## src/rtl/phy_tx_serializer.sv

```systemverilog
// PHY lane transmit serializer: parallel byte in, MSB-first bit stream out, comma sync after reset.
// Optional PHY_TX_BYTE_COUNT_EN adds a saturating byte_count of accepted data bytes.
module phy_tx_serializer #(
   parameter logic [7:0]  IDLE_CHAR  = 8'hBC,
   parameter int unsigned SYNC_BYTES = 4
) (
   input  logic       clk_8f,
   input  logic       reset,
   input  logic [7:0] data_in,
   input  logic       valid_in,
   output logic       data_req,
   output logic       data_out,
   output logic       sync_done
`ifdef PHY_TX_BYTE_COUNT_EN
   ,
   output logic [7:0] byte_count
`endif
);

   typedef enum logic {SYNC = 1'b0, ACTIVE = 1'b1} state_t;

   state_t     state_q;
   logic [2:0] bit_cnt_q;
   logic [7:0] shift_q;
   logic [3:0] sync_cnt_q;
   logic       data_out_q;

   logic [7:0] load_byte_d;
   logic [3:0] sync_cnt_d;
   logic       load_edge;

   // During SYNC the host side is ignored entirely; only commas go out.
   always_comb begin
      load_byte_d = IDLE_CHAR;
      if (state_q == ACTIVE && valid_in) begin
         load_byte_d = data_in;
      end
   end

   assign sync_cnt_d = sync_cnt_q + 4'd1;
   assign load_edge  = (bit_cnt_q == 3'd0);

   always_ff @(posedge clk_8f) begin
      if (reset) begin
         state_q    <= SYNC;
         bit_cnt_q  <= 3'd0;
         shift_q    <= 8'h00;
         sync_cnt_q <= 4'd0;
         data_out_q <= 1'b0;
      end else begin
         bit_cnt_q <= bit_cnt_q + 3'd1;
         if (load_edge) begin
            data_out_q <= load_byte_d[7];
            shift_q    <= {load_byte_d[6:0], 1'b0};
            if (state_q == SYNC) begin
               sync_cnt_q <= sync_cnt_d;
               if (sync_cnt_d == 4'(SYNC_BYTES)) begin
                  state_q <= ACTIVE;
               end
            end
         end else begin
            data_out_q <= shift_q[7];
            shift_q    <= {shift_q[6:0], 1'b0};
         end
      end
   end

`ifdef PHY_TX_BYTE_COUNT_EN
   logic [7:0] byte_count_q;

   // Counts only real data loads; idle fill and sync commas are excluded.
   always_ff @(posedge clk_8f) begin
      if (reset) begin
         byte_count_q <= 8'h00;
      end else if (load_edge && state_q == ACTIVE && valid_in && byte_count_q != 8'hFF) begin
         byte_count_q <= byte_count_q + 8'h01;
      end
   end

   assign byte_count = byte_count_q;
`endif

   assign data_req  = (state_q == ACTIVE) && load_edge && !reset;
   assign data_out  = data_out_q;
   assign sync_done = (state_q == ACTIVE);

endmodule

```

## config.mk

```make
export PLATFORM = sky130hd
export DESIGN_NAME = phy_tx_serializer
export DESIGN_NICKNAME = d
export VERILOG_FILES = /design/src/rtl/phy_tx_serializer.sv
export SDC_FILE = /design/constraint.sdc
export NUM_CORES = 1
export LEC_CHECK = 0
export CORE_MARGIN = 3
export CORE_UTILIZATION = 46
export DETAILED_ROUTE_END_ITERATION = 10
export PLACE_DENSITY = 0.8
export SYNTH_ARGS = -nofsm -noshare
export SYNTH_HDL_FRONTEND = slang
export SYNTH_SLANG_ARGS = --single-unit
```

## constraint.sdc

```tcl
create_clock -name clk_8f -period 1.45 [get_ports clk_8f]
set_input_delay 0.29 -clock clk_8f [delete_from_list [all_inputs] [get_ports clk_8f]]
set_output_delay 0.29 -clock clk_8f [all_outputs]
set_load 0.005 [all_outputs]
```

==> results.txt <==
outcome: complete, no violations
final setup violating endpoints: 0
CP required: 1.16 ns
global-route wire length before repair: 2145 um
synthesis-to-layout area growth: 34.65%
vias in the first global route: 536
Max Slew Vio Count: 0
cell count after synthesis: 67
busiest grt layer: met2
largest cells by area after synthesis: dfxtp_1 50%, nor2_1 6.5%, ha_1 5.9%, o22ai_1 4.9%, xnor2_1 4.1%
syn_nets: 81
Max transition margin: 79.78%
M1 GR Usage: 19.24%
DRT Pass-1 Iters: 4
CTS clock-pin slew for the worst setup and hold paths: 0.08 ns
Pleak: 0.3335 nW
Initial Util: 52.92%
CTS root buf: clkbuf_4
multi-input logic area: 304.0 um^2
WL/cell: 11.81 um
WS Path Type: reg -> out
Post-Route WL: 1181 um
CTS tree: built
CTS Buffer Depth: 2
ANT nets after route: 0
fmax: 697.9 MHz
n_diodes: 0
max-cap violations: 0
drt via density: 5.450
VDD IR max: 803.9 uV
Worst Skew: 0.004131 ns
Startpoint Class: flop
unrepaired setup endpoints after global routing: yes
GP Congestion: 0.7341
Hold Slack: 0.4451 ns
crit-path max FO: 2
DRC Markers: 0
I/O Pins: 14
post-CTS setup buffers: 0
die width: 43.17 um
clk sinks: 16
core area: 1201 um^2
worst setup margin: 0.01707 ns
syn avg cell area: 9.487 um^2
fillers: 99
starting DRC count in detailed routing: 5
largest net degree at the start of global routing: 17
hold buffer count at cts: 0
initial antenna violation count: 0
total gr overflow: 0
Worst EP arrival: 1.14 ns
Mapped Area: 635.6 um^2
worst slew pin tran: 0.3027 ns
row count: 12
Die Ht: 43.17 um
Fin. Hold Viols: 0
post-synth top area share: 50.39%
number of synthesized register bits: 16
largest area contributor in the netlist: dfxtp_1
register area: 324.1 um^2
share of post-route cells with drive strength above 1: 24.42%
met2 GRT Util: 23.60%
Num CTS Buffers: 3
CP endpoint kind: output pin
Yosys cell types: 24
sequential-to-total area share from yosys stat: 50.39%
final period utilization: 98.82%
Clock Latency Late Sink: 0.28 ns
Tot Pwr: 0.0008988 W
gr usage total: 15.18%
R2R setup slack: 0.07 ns
Setup WS pre-CTS: -0.3150 ns
final net count: 102
Final Critical Period: 1.433 ns
total number of vias: 545
port bufs: 13
yosys warns: 0
GR Util met3: 2.542%
HPWL Detailed: 866.8 um
Cell Pwr Density: 1050 nW/um^2
total die area: 1864 um^2
CTS H-tree depth: 1
Hold Path Class: reg -> reg
-- cell families (layout without fill, tap and decap cells) --
kind of cell | count (synthesis) | after routing | synth area share (%)
AOI/OAI and AO/OA | 12 | 12 | 11.02
xor gates and xnor gates | 3 | 3 | 4.135
adders and majority gates | 3 | 3 | 5.906
buffers and inverters | 6 | 25 | 4.528
DFF | 16 | 16 | 50.39
and+or+nand+nor | 27 | 27 | 24.01
-- per-layer routing --
metal  share of wire (%)  vias up
li1                    -      273
met1                  46      252
met2                  45       16
met3                 5.9        4
met4                 2.1        0
met5                   0        -
-- per-stage QoR --
step,cell area [um^2],util (%),cells,setup TNS (ns)
floorplan,635.6,-,67,0
global placement,814.5,67.81,97,-0.3128
detailed placement,814.5,67.81,97,-0.3150
CTS,854.6,71.15,100,-0.002982
global route,855.8,71.25,100,-0.05445
finish,855.8,71.25,100,0
-- power breakdown --
group          internal [W]  switching, W
sequential         0.000478     0.0000193
clock             0.0000962      0.000123
combinational      0.000104     0.0000774
total              0.000679      0.000220
-- Yosys cell counts --
cell	number
and4bb_2	1
ha_1	3
nand4_1	2
inv_1	2
xnor2_1	3
clkbuf_1	1
o22ai_1	5
nand3_1	2
buf_4	1
nor2_1	11
a21oi_1	4
nand4b_1	1
and2b_2	1
nor2b_1	1
nand2_1	3
a31oi_1	1
nor3b_1	2
buf_2	2
nor3_1	1
dfxtp_1	16
nand2b_4	1
o21ai_0	1
o31ai_1	1
or4_1	1
-- state kept, by name, summed over array words and instances, names as in the netlist --
| signal | cells |
|---|---|
| bit_cnt_q | 3 |
| data_out | 1 |
| shift_q | 7 |
| sync_cnt_q | 4 |
| sync_done | 1 |
-- path summary, 6_finish.rpt --
| check | start | end | cells after the start |
|---|---|---|---|
| worst max-delay path | bit_cnt_q[1]$_SDFF_PP0_ | data_req | 5 |
| worst min-delay path | shift_q[1]$_SDFF_PP0_ | shift_q[2]$_SDFF_PP0_ | 2 |
| worst min register to register | shift_q[1]$_SDFF_PP0_ | shift_q[2]$_SDFF_PP0_ | 2 |
| worst max register to register | bit_cnt_q[1]$_SDFF_PP0_ | sync_cnt_q[3]$_SDFFE_PP0P_ | 6 |
-- worst max-delay path: stages, from the launching register on --
cell      delay, ns
dfxtp_2        0.33
inv_2          0.06
ha_4           0.14
nand2b_4       0.05
nor3b_2        0.15
buf_2          0.14
-- what timing repair did --
item	in CTS	in global routing
pin swaps	0	2
gates resized for setup	13	1
endpoints found under the setup margin	3	2
-- cell usage in the layout, fill, tap and decap left out, drive strengths merged --
cell	synthesis	layout
a21oi	4	4
a31oi	1	1
and2b	1	1
and4bb	1	1
buf	3	8
clkbuf	1	3
clkdlybuf4s50	0	11
dfxtp	16	16
dlygate4sd2	0	1
ha	3	3
inv	2	2
nand2	3	3
nand2b	1	1
nand3	2	2
nand4	2	2
nand4b	1	1
nor2	11	11
nor2b	1	1
nor3	1	1
nor3b	2	2
o21ai	1	1
o22ai	5	5
o31ai	1	1
or4	1	1
xnor2	3	3
-- layout make-up --
cell class / count / share of cell area [%]
Tap cell: 14 / 2.047
Timing Repair Buffer: 20 / 21.05
Multi-Input combinational cell: 45 / 35.53
Sequential cell: 16 / 37.87
Inverter: 2 / 0.8772
Clock buffer: 3 / 2.632
No activity file was read; power rests on OpenSTA's default activity.
